**src/rtl/seq_shift_add_mult.sv**
```systemverilog
// seq_shift_add_mult: iterative shift-and-add multiplier, one multiplier bit per clock.
// Unsigned or two's-complement operation is chosen per transaction by is_signed.
// The magnitudes of the operands are multiplied, and the sign is applied to the final sum.
//
// Ports:
//   clk, rst_n           rising-edge clock, asynchronous active-low reset
//   in_valid / in_ready  operand handshake (a, b, is_signed)
//   out_valid / out_ready result handshake (p, 2W bits, held stable while out_valid)
//
// Optional feature: define SEQ_MUL_EARLY_TERM_EN to finish as soon as the remaining
// multiplier bits are all zero. Without it the latency is always W cycles.
module seq_shift_add_mult #(
  parameter int unsigned W = 32
) (
  input  logic             clk,
  input  logic             rst_n,
  input  logic             in_valid,
  output logic             in_ready,
  input  logic [W-1:0]     a,
  input  logic [W-1:0]     b,
  input  logic             is_signed,
  output logic             out_valid,
  input  logic             out_ready,
  output logic [2*W-1:0]   p
);

  localparam int unsigned CW = $clog2(W) + 1;

  typedef enum logic [1:0] {StIdle, StBusy, StDone} state_e;

  state_e          state_q, state_d;
  logic [W-1:0]    mag_a_q, mag_a_d;
  logic [W-1:0]    mag_b_q, mag_b_d;
  logic            neg_q, neg_d;
  logic [2*W-1:0]  acc_q, acc_d;
  logic [CW-1:0]   count_q, count_d;
  logic [2*W-1:0]  p_q, p_d;
  logic            in_ready_q, in_ready_d;
  logic            out_valid_q, out_valid_d;

  logic [2*W-1:0]  a_ext;
  logic [2*W-1:0]  acc_sum;
  logic [W-1:0]    mag_b_shift;
  logic            last_iter;

  always_comb begin
    state_d     = state_q;
    mag_a_d     = mag_a_q;
    mag_b_d     = mag_b_q;
    neg_d       = neg_q;
    acc_d       = acc_q;
    count_d     = count_q;
    p_d         = p_q;
    in_ready_d  = in_ready_q;
    out_valid_d = out_valid_q;

    a_ext       = {{W{1'b0}}, mag_a_q};
    acc_sum     = mag_b_q[0] ? (acc_q + (a_ext << count_q)) : acc_q;
    mag_b_shift = mag_b_q >> 1;
`ifdef SEQ_MUL_EARLY_TERM_EN
    last_iter   = (count_q == CW'(W - 1)) || (mag_b_shift == '0);
`else
    last_iter   = (count_q == CW'(W - 1));
`endif

    unique case (state_q)
      StIdle: begin
        if (in_valid && in_ready_q) begin
          // |-(2^(W-1))| wraps to 2^(W-1), which is still correct as an unsigned W-bit value.
          mag_a_d    = (is_signed && a[W-1]) ? -a : a;
          mag_b_d    = (is_signed && b[W-1]) ? -b : b;
          neg_d      = is_signed && (a[W-1] ^ b[W-1]);
          acc_d      = '0;
          count_d    = '0;
          in_ready_d = 1'b0;
          state_d    = StBusy;
        end
      end
      StBusy: begin
        acc_d   = acc_sum;
        mag_b_d = mag_b_shift;
        count_d = count_q + 1'b1;
        if (last_iter) begin
          // Negating a zero sum yields zero, so a zero product never comes out negative.
          p_d         = neg_q ? -acc_sum : acc_sum;
          out_valid_d = 1'b1;
          state_d     = StDone;
        end
      end
      StDone: begin
        if (out_ready) begin
          out_valid_d = 1'b0;
          in_ready_d  = 1'b1;
          state_d     = StIdle;
        end
      end
      default: begin
        out_valid_d = 1'b0;
        in_ready_d  = 1'b1;
        state_d     = StIdle;
      end
    endcase
  end

  always_ff @(posedge clk or negedge rst_n) begin
    if (!rst_n) begin
      state_q     <= StIdle;
      mag_a_q     <= '0;
      mag_b_q     <= '0;
      neg_q       <= 1'b0;
      acc_q       <= '0;
      count_q     <= '0;
      p_q         <= '0;
      in_ready_q  <= 1'b1;
      out_valid_q <= 1'b0;
    end else begin
      state_q     <= state_d;
      mag_a_q     <= mag_a_d;
      mag_b_q     <= mag_b_d;
      neg_q       <= neg_d;
      acc_q       <= acc_d;
      count_q     <= count_d;
      p_q         <= p_d;
      in_ready_q  <= in_ready_d;
      out_valid_q <= out_valid_d;
    end
  end

  assign in_ready  = in_ready_q;
  assign out_valid = out_valid_q;
  assign p         = p_q;

endmodule
```
**config.mk**
```make
export PLATFORM = sky130hd
export DESIGN_NAME = seq_shift_add_mult
export DESIGN_NICKNAME = d
export VERILOG_FILES = /design/src/rtl/seq_shift_add_mult.sv
export SDC_FILE = /design/constraint.sdc
export NUM_CORES = 1
export LEC_CHECK = 0
export CELL_PAD_IN_SITES_DETAIL_PLACEMENT = 0
export CELL_PAD_IN_SITES_GLOBAL_PLACEMENT = 2
export CORE_MARGIN = 1.5
export CORE_UTILIZATION = 32
export DETAILED_ROUTE_END_ITERATION = 8
export GPL_TIMING_DRIVEN = 0
export PLACE_DENSITY_LB_ADDON = 0.1
export RECOVER_POWER = 50
export SYNTH_ARGS = -nofsm -noshare
export SYNTH_HDL_FRONTEND = slang
export SYNTH_SLANG_ARGS = --single-unit
export TNS_END_PERCENT = 5
```
**constraint.sdc**
```tcl
create_clock -name clk -period 8.3 [get_ports clk]
set_clock_uncertainty 0.05 [all_clocks]
set_input_delay 1.245 -clock clk [delete_from_list [all_inputs] [get_ports clk]]
set_output_delay 1.245 -clock clk [all_outputs]
set_load 0.05 [all_outputs]
```
==> impl_metrics.env <==
export IMPL_dpl_cell_area_sq_um=21000
export IMPL_synthArstFlopShare=1.00
export IMPL_synth_edf_count=0
export IMPL_detail_route_wl_per_cell_um=24.1
export IMPL_fin_crit_sh=0.957
export IMPL_antenna_found_initial=3
export IMPL_path_max_fanout=10
export IMPL_syn_area_per_cell_sq_um=7.73
export IMPL_io_pins=135
export IMPL_grt_first_pass_wirelength_um=120000
export IMPL_period_minus_slack_ns=7.94
export IMPL_setup_viol=0
export IMPL_path_clk_slew_ns=0.06
export IMPL_drtAntennaViolNets=0
export IMPL_rsz0062_at_grt="no"
export IMPL_cts_buffers=27
export IMPL_synth_cell_types=109
export IMPL_grt_start_max_net_pins=105
export IMPL_fillers=6168
export IMPL_setup_ws_ns=0.356
export IMPL_max_stage_delay_ns=0.58
export IMPL_vias=19400
export IMPL_antenna_diode_count=0
export IMPL_postLayoutCellArea_sq_um=22000
export IMPL_portBuffers=134
export IMPL_worstSetupPathType="flop to flop"
export IMPL_cts_htree_levels=1
export IMPL_relSlewSlack=-2.93
export IMPL_clockRootBuffer="clkbuf_16"
export IMPL_grt_use_total=0.266
export IMPL_ys_ff_latch=203
export IMPL_cts_sinks=203
export IMPL_slowest_stage="o21ai_0"
export IMPL_clk_latency_ns=0.60
export IMPL_ys_seq_area_frac=0.272
export IMPL_synth_nets=2550
export IMPL_core_rowCount=88
export IMPL_hold_ws_ns=0.419
export IMPL_drt_iter0_markers=1630
export IMPL_die_area_sq_um=59800
export IMPL_multiInputGateArea_sq_um=12800
export IMPL_required_ns=8.73
export IMPL_violations="max-capacitance violations, max-slew violations"
export IMPL_gp_congestion=0.932
export IMPL_p_per_area_nw_per_um2=403
export IMPL_drc=0
export IMPL_routed_wl_um=81100
export IMPL_final_cell_mix="nand2_1 (329), o21ai_0 (302), dfrtp_1 (202)"
export IMPL_syn_inst=2413
export IMPL_endpoint_kind="flop"
export IMPL_status="complete, but fails checks"
export IMPL_synth_flop_cell="dfrtp_1"
export IMPL_arrival_ns=8.37
export IMPL_area_growth_pct=17.7
export IMPL_critPathLaunchType="flop"
export IMPL_vdd_drop_max_mv=0.162
export IMPL_cts_hold_buf=0
export IMPL_ys_warnings_count=0
export IMPL_grt_pass1_vias=18700
export IMPL_final_layout_size_suffix_gt1_frac=0.0772
export IMPL_layout_commonest_cell="nand2_1"
export IMPL_leakage_nw=8.60
export IMPL_seq_area_sq_um=5080
export IMPL_cts_buffer_depth=3
export IMPL_nets=2718
export IMPL_slew_violations=105
export IMPL_fmax_ghz=0.126
export IMPL_synth_area_sq_um=18700
export IMPL_worst_pin_slew_ns=5.89
export IMPL_first_pass_iters=5
export IMPL_grt_overflow_total=0
export IMPL_die_h_um=245
export IMPL_hpwl_um=65600
export IMPL_hold_class="flop to flop"
export IMPL_finalSetupTns_ns=0
export IMPL_final_hold_viol_count=0
export IMPL_cts_tree="yes"
export IMPL_start_util=0.323
export IMPL_core_area_sq_um=57700
export IMPL_drv_cap=1
export IMPL_final_core_utilization=0.381
export IMPL_via_per_inst=5.75
export IMPL_die_width_um=245
export IMPL_crit_chain="clkbuf_2 -> buf_2 -> clkbuf_2 -> clkbuf_2 -> mux4_2 -> mux2_2 -> o21ai_0 -> mux2i_1 -> and2_1 -> ha_1 -> buf_2 -> nand2_1 -> nor2_1 -> nand2_1 -> a211oi_1 -> nor3_1 -> o21ai_0 -> or4b_4 -> or3_4 -> nand4bb_1 -> buf_2 -> or2_1 -> o311a_1 -> or3_1"
export IMPL_post_place_ws_ns=-1.15
-- where the power goes --
part	internal, mW	switching [mW]	leakage [nW]
Sequential	1.24	0.269	2.72
Clock	0.673	0.513	0.421
Combinational	1.95	4.20	5.46
Total	3.87	4.98	8.60
-- cell usage after synthesis, types with 28 or more instances --
cell | n | area (sq um)
nand4_1 | 49 | 307
nor3_1 | 55 | 275
nand2_1 | 329 | 1230
o21ai_0 | 304 | 1520
nor2_1 | 185 | 694
nand3_1 | 93 | 465
ha_1 | 67 | 838
a21oi_1 | 142 | 711
clkbuf_1 | 116 | 435
mux2i_1 | 63 | 631
mux2_2 | 28 | 315
a22oi_1 | 29 | 218
inv_1 | 39 | 146
xor2_1 | 37 | 324
xnor2_1 | 100 | 876
dfrtp_1 | 202 | 5050
-- repair_timing --
action                     CTS  global route
setup endpoints to repair   19            22
setup buffers                0             1
hold endpoints to repair     0             0
gates resized for setup     10            12
pin swaps                    0             1
-- final cells by class --
type / instances / area share
buffer: 164 / 0.0311
timing repair buffer: 139 / 0.0642
sequential: 203 / 0.231
clock buffer: 40 / 0.0348
tap: 765 / 0.0436
inverter: 41 / 0.00700
clock inverter: 10 / 0.00484
multi-input combinational: 2005 / 0.583
-- critical path, delay by kind of cell (launching register included) --
family / cells / cell delay, ns
compound gates: 4 / 1.49
fa+ha+maj: 1 / 0.28
buf+inv: 6 / 1.67
flops: 1 / 0.35
mux: 3 / 0.87
simple gates: 10 / 3.09
-- per-stage QoR --
stage	cells	power (mW)
final	3367	8.85
after global routing	3367	9.46
after CTS	3366	8.76
after detailed placement	3316	7.52
after global placement	3312	7.50
after floorplan	2413	5.48
-- state kept, by name (all words and copies together), names as in the netlist --
name and cells:
out_valid 1, acc_q 64, p 64, mag_b_q 32, count_q 6, mag_a_q 32, neg_q 1, state_q 2
in_ready 1
-- cells by family after synthesis --
group,share of synthesized area
XOR/XNOR,0.0643
buffers and inverters,0.0444
flip-flops,0.272
adder cells (fa/ha/maj),0.0460
multiplexers,0.0712
AO/OA/AOI/OAI,0.270
AND/OR/NAND/NOR,0.232
-- path summary, 6_finish.rpt --
| path | from | to | slack, ns | cells after the start |
|---|---|---|---|---|
| worst min-delay path | p[27] | p[27] | 0.42 | 2 |
| worst max-delay path | count_q[1] | p[63] | 0.36 | 24 |
| worst max register to register | count_q[1] | p[63] | 0.36 | 24 |
| worst min register to register | p[27] | p[27] | 0.42 | 2 |
| min in group asynchronous | rst_n | p[10] | 2.78 | 1 |
| max in group asynchronous | rst_n | acc_q[58] | 2.14 | 1 |
-- metal layers --
| layer | track usage | wire length [um] | vias to the layer above |
|---|---|---|---|
| met3 | 0.0318 | 4390 | 120 |
| met2 | 0.436 | 37100 | 601 |
| met1 | 0.358 | 36700 | 9391 |
| met5 | 0 | 19 | - |
| li1 | - | - | 9247 |
| met4 | 0.0939 | 2930 | 2 |
Power figures use the tool's default switching activity.
